<file path="src/rtl/hps_status.sv">
// hps_status: read-only status slave on the HPS lightweight bridge (turn timing, turn count, sticky events, IRQ).
// Define HPS_STATUS_STALL_EN to build the STALLED detector; otherwise STATUS bit 2 reads 0.
module hps_status #(
  parameter int W_ADDR_WIDTH = 2,
  parameter int W_DATA_WIDTH = 32,
  parameter int PERIOD_WIDTH = 28,
  parameter int STALL_CYCLES = 50_000_000
) (
  input  logic                    clk,
  input  logic                    rst_n,
  input  logic                    turn_tick,
  input  logic                    frame_done,
  input  logic [W_ADDR_WIDTH-1:0] r_addr,
  input  logic                    read,
  output logic [W_DATA_WIDTH-1:0] r_data,
  output logic                    r_data_valid,
  output logic                    status_IRQ
);

  localparam logic [PERIOD_WIDTH-1:0] CUR_MAX   = '1;
  localparam logic [15:0]             STATUS_ID = 16'h4C53;

  logic                    tick_s1_q, tick_s2_q, tick_prev_q;
  logic                    detect;
  logic [PERIOD_WIDTH-1:0] cur_q, cur_d;
  logic [PERIOD_WIDTH-1:0] period_q;
  logic                    arm_q, period_valid_q;
  logic [31:0]             turn_count_q;
  logic                    tick_pend_q, frame_pend_q;
  logic                    stalled;
  logic                    status_clr;
  logic [W_DATA_WIDTH-1:0] rd_mux;
  logic [W_DATA_WIDTH-1:0] r_data_q;
  logic                    r_data_valid_q;

  always_ff @(posedge clk or negedge rst_n) begin
    if (!rst_n) begin
      tick_s1_q   <= 1'b0;
      tick_s2_q   <= 1'b0;
      tick_prev_q <= 1'b0;
    end else begin
      tick_s1_q   <= turn_tick;
      tick_s2_q   <= tick_s1_q;
      tick_prev_q <= tick_s2_q;
    end
  end

  // One detection per high-to-low transition of the synchronized hall level.
  assign detect = tick_prev_q & ~tick_s2_q;

  always_comb begin
    cur_d = cur_q;
    if (detect) begin
      cur_d = PERIOD_WIDTH'(1);
    end else if (cur_q != CUR_MAX) begin
      cur_d = cur_q + PERIOD_WIDTH'(1);
    end
  end

  always_ff @(posedge clk or negedge rst_n) begin
    if (!rst_n) begin
      cur_q          <= '0;
      period_q       <= '0;
      arm_q          <= 1'b0;
      period_valid_q <= 1'b0;
      turn_count_q   <= '0;
    end else begin
      cur_q <= cur_d;
      if (detect) begin
        arm_q        <= 1'b1;
        turn_count_q <= turn_count_q + 32'd1;
        // The first detection only opens the measurement window.
        if (arm_q) begin
          period_q       <= cur_q;
          period_valid_q <= 1'b1;
        end
      end
    end
  end

  assign status_clr = read && (r_addr == W_ADDR_WIDTH'(0));

  // Set has priority over the read-to-clear in the same cycle.
  always_ff @(posedge clk or negedge rst_n) begin
    if (!rst_n) begin
      tick_pend_q  <= 1'b0;
      frame_pend_q <= 1'b0;
    end else begin
      if (detect) begin
        tick_pend_q <= 1'b1;
      end else if (status_clr) begin
        tick_pend_q <= 1'b0;
      end
      if (frame_done) begin
        frame_pend_q <= 1'b1;
      end else if (status_clr) begin
        frame_pend_q <= 1'b0;
      end
    end
  end

`ifdef HPS_STATUS_STALL_EN
  localparam logic [PERIOD_WIDTH-1:0] STALL_LIMIT = PERIOD_WIDTH'(STALL_CYCLES);

  logic stalled_q;

  // Compared against the next count so STALLED tracks CUR_COUNT in the same read.
  always_ff @(posedge clk or negedge rst_n) begin
    if (!rst_n) begin
      stalled_q <= 1'b0;
    end else if (detect) begin
      stalled_q <= 1'b0;
    end else if (cur_d >= STALL_LIMIT) begin
      stalled_q <= 1'b1;
    end
  end

  assign stalled = stalled_q;
`else
  assign stalled = 1'b0;
`endif

  always_comb begin
    rd_mux = '0;
    case (r_addr)
      W_ADDR_WIDTH'(0): begin
        rd_mux[3:0]   = {period_valid_q, stalled, frame_pend_q, tick_pend_q};
        rd_mux[31:16] = STATUS_ID;
      end
      W_ADDR_WIDTH'(1): rd_mux = W_DATA_WIDTH'(period_q);
      W_ADDR_WIDTH'(2): rd_mux = W_DATA_WIDTH'(turn_count_q);
      W_ADDR_WIDTH'(3): rd_mux = W_DATA_WIDTH'(cur_q);
      default:          rd_mux = '0;
    endcase
  end

  always_ff @(posedge clk or negedge rst_n) begin
    if (!rst_n) begin
      r_data_q       <= '0;
      r_data_valid_q <= 1'b0;
    end else begin
      r_data_valid_q <= read;
      if (read) begin
        r_data_q <= rd_mux;
      end
    end
  end

  assign r_data       = r_data_q;
  assign r_data_valid = r_data_valid_q;
  assign status_IRQ   = tick_pend_q | frame_pend_q;

endmodule
</file>
<file path="config.mk">
export PLATFORM = sky130hd
export DESIGN_NAME = hps_status
export DESIGN_NICKNAME = d
export VERILOG_FILES = /design/src/rtl/hps_status.sv
export SDC_FILE = /design/constraint.sdc
export NUM_CORES = 1
export LEC_CHECK = 0
export ABC_AREA = 1
export CORE_MARGIN = 2
export CORE_UTILIZATION = 54
export DETAILED_ROUTE_END_ITERATION = 8
export PLACE_DENSITY = 0.87
export SETUP_SLACK_MARGIN = 0.02
export SLEW_MARGIN = 0
export SYNTH_ARGS = -nofsm -noshare
export SYNTH_HDL_FRONTEND = slang
export SYNTH_SLANG_ARGS = --single-unit
</file>
<file path="constraint.sdc">
create_clock -name clk -period 1.4 [get_ports clk]
set_input_delay 0.14 -clock clk [delete_from_list [all_inputs] [get_ports clk]]
set_output_delay 0.14 -clock clk [all_outputs]
set_load 0.01 [all_outputs]
</file>
==> impl_metrics.env <==
export IMPL_final_area_um2=9330
export IMPL_synthDominantCellAreaShare=0.507
export IMPL_synthCells=816
export IMPL_rrSetupSlack_ns=-0.44
export IMPL_fin_skew_ns=0.0149
export IMPL_rsz0062_at_grt="yes"
export IMPL_cp_end_kind="flop"
export IMPL_grt_first_pass_wirelength_um=33900
export IMPL_cp_data_required_time_ns=1.71
export IMPL_wirelength_um=28400
export IMPL_violations="design-rule violations, negative setup slack"
export IMPL_ant_nets=0
export IMPL_core_area_um2=11400
export IMPL_antenna_found_initial=2
export IMPL_place_ws_ns=-0.223
export IMPL_critPathArrivalTime_ns=2.15
export IMPL_num_fill_cells=533
export IMPL_area_growth_pct=47.7
export IMPL_multi_input_area_um2=3480
export IMPL_hold_class="input pin to async pin"
export IMPL_die_w_um=112
export IMPL_crit_fanout=4
export IMPL_grt_overflow=0
export IMPL_synth_warnings=0
export IMPL_yosysTopAreaCell="dfrtp_1"
export IMPL_synthTopCellsByArea="dfrtp_1 (51%), nand2_1 (17%), o21ai_0 (6.7%)"
export IMPL_start_util=0.553
export IMPL_cts_root_buf="clkbuf_16"
export IMPL_cts_tree="done"
export IMPL_cts_buffers=17
export IMPL_clk_pin_slew_worst_paths_ns=0.06
export IMPL_finalCriticalPeriod_ns=1.84
export IMPL_post_route_period_util=1.31
export IMPL_setup_ws_ns=-0.438
export IMPL_status="finished with violations"
export IMPL_drc=41
export IMPL_synthDistinctLibCells=31
export IMPL_vias=7725
export IMPL_first_pass_iters=9
export IMPL_synth_seq_area_share=0.507
export IMPL_synth_avg_cell_area_um2=7.74
export IMPL_gr_usage_all_layers=0.346
export IMPL_regArea_um2=3220
export IMPL_mappedNetlistArea_um2=6320
export IMPL_die_h_um=112
export IMPL_power_leakage_nw=4.44
export IMPL_setup_viol=58
export IMPL_start_kind="flop"
export IMPL_rr_worst_depth=7
export IMPL_synth_flop_cell="dfrtp_1"
export IMPL_whs_ns=0.117
export IMPL_reg2reg_to="turn_count_q[20]$_DFFE_PN0P_"
export IMPL_worst_slew_pin_slew_ns=0.649
export IMPL_insertion_delay_ns=0.44
export IMPL_max_freq_mhz=544
export IMPL_peakVddDrop_mv=1.28
export IMPL_place_congestion=0.930
export IMPL_p_per_area_nw_per_um2=1120
export IMPL_synth_nets=825
export IMPL_wl_per_cell_um=24.8
export IMPL_grt_max_degree=41
export IMPL_final_max_slew_viol_count=0
export IMPL_drtIter0Drc=1402
export IMPL_drv_cap=0
export IMPL_rows=39
export IMPL_synthArstFlopShare=1.00
export IMPL_r2r_start="turn_count_q[13]$_DFFE_PN0P_"
export IMPL_die_area_um2=12600
export IMPL_cts_buffer_depth=2
export IMPL_hold_violations=0
export IMPL_synth_edf_count=0
export IMPL_ios=41
export IMPL_slew_headroom=0.565
export IMPL_placed_cell_area_um2=7630
export IMPL_path_class="flop to flop"
export IMPL_drive_above_1_share=0.341
export IMPL_h_tree_depth=4
export IMPL_finalCoreUtilization=0.817
export IMPL_cts_sinks=128
export IMPL_num_nets_final=998
export IMPL_ys_ff_latch=128
export IMPL_dpl_hpwl_um=13200
export IMPL_grt_pass1_vias=6755
export IMPL_power_mw=10.5
export IMPL_port_buffers=40
export IMPL_vias_per_cell=6.74
==> critical path, stage by stage, from the launching register on <==
cell and delay, ns:
dfrtp_1 0.46, nand2_1 0.21, nor2_2 0.27, nand2_1 0.22, nor2_4 0.22, nand2_1 0.11
xor2_1 0.16, inv_1 0.06
==> cells by family after synthesis <==
| family | count (synthesis) | share of synthesized area |
|---|---|---|
| adder cells (fa/ha/maj) | 2 | 0.00396 |
| flip-flops | 128 | 0.507 |
| buffers and inverters | 96 | 0.0626 |
| multiplexers | 1 | 0.00178 |
| AO/OA/AOI/OAI | 121 | 0.103 |
| AND/OR/NAND/NOR | 449 | 0.296 |
| XOR/XNOR | 19 | 0.0263 |
==> Yosys cell counts, drive strengths merged, types with 4 or more instances <==
| master | number |
|---|---|
| inv | 70 |
| a41oi | 6 |
| xor2 | 14 |
| dfrtp | 128 |
| xnor2 | 5 |
| nor3 | 12 |
| nand3 | 47 |
| o31ai | 5 |
| nand3b | 4 |
| nand2 | 285 |
| a21oi | 21 |
| nor2 | 88 |
| nand4 | 11 |
| clkbuf | 11 |
| o21ai | 86 |
| buf | 15 |
==> per-layer routing <==
layer | wire length [um] | track usage | up-vias
li1 | - | - | 2983
met3 | 3830 | 0.0967 | 351
met4 | 3050 | 0.190 | 2
met1 | 8700 | 0.411 | 3537
met2 | 12800 | 0.570 | 852
met5 | 43 | 0 | -
==> how the worst max path moves through the flow <==
stage | start | endpoint | slack, ns | cells after the start
floorplan | cur_q[1]$_DFFE_PN0P_ | cur_q[0]$_DFFE_PN0P_ | -0.08 | 9
global placement | r_addr[1] | r_data[7]$_DFFE_PN0P_ | -0.15 | 6
detailed placement | r_addr[0] | r_data[11]$_DFFE_PN0P_ | -0.22 | 8
CTS | tick_s2_q$_DFF_PN0_ | turn_count_q[29]$_DFFE_PN0P_ | -0.11 | 10
global route | turn_count_q[15]$_DFFE_PN0P_ | turn_count_q[20]$_DFFE_PN0P_ | -0.48 | 7
finish | turn_count_q[13]$_DFFE_PN0P_ | turn_count_q[20]$_DFFE_PN0P_ | -0.44 | 7
==> per-stage QoR <==
stage                     setup TNS (ns)  cells
after floorplan                    -1.05    816
after global placement             -4.97   1076
after detailed placement           -7.91   1076
after CTS                          -1.20   1122
after global routing              -13.34   1145
final                             -10.60   1146
==> report_power, final <==
group	internal [mW]	switching, mW	leakage, nW
Combinational	0.885	1.11	2.45
Sequential	3.95	0.275	1.71
Clock	2.55	1.70	0.281
Total	7.39	3.08	4.44
==> flip-flops by register name, summed over array words and instances (netlist names), 28 cells and up <==
register	count
cur_q	28
r_data	32
turn_count_q	32
period_q	28
==> cell type report <==
cell class                 count  area share
antenna                        2    0.000536
clock buffer                  20      0.0500
clock inverter                11     0.00965
inverter                      70      0.0287
multi-input combinational    592       0.373
sequential                   128       0.345
tap                          143      0.0192
timing repair buffer         180       0.174
==> what timing repair did <==
item,4_1_cts,5_1_grt
endpoints found under the setup margin,98,86
buffers inserted,11,29
cloned,3,0
hold endpoints to repair,128,0
hold buffers,1,0
pin swaps,15,65
resized for setup,99,191
==> layout by cell type (no fill, tap or decap), types with 3 or more instances in the layout <==
cell type	instances
nor2_4	29
nand4_1	11
nand3b_1	3
buf_6	23
clkbuf_16	17
clkbuf_8	3
buf_4	106
xor2_1	14
inv_1	61
nand3_1	29
o21ai_0	73
nor3_1	8
a41oi_1	6
inv_2	8
nor2_1	36
buf_12	9
nor2_2	23
dfrtp_1	118
clkinv_2	7
o31ai_4	3
clkdlybuf4s50_1	5
nand2_4	21
nand3_2	13
nor3_2	3
nand3_4	5
o21ai_1	6
xnor2_1	3
nand2_1	229
o21ai_2	7
dlygate4sd2_1	33
dfrtp_2	10
nand2_2	35
a21oi_1	20
Note: power is estimated with default switching activity, not from simulation.
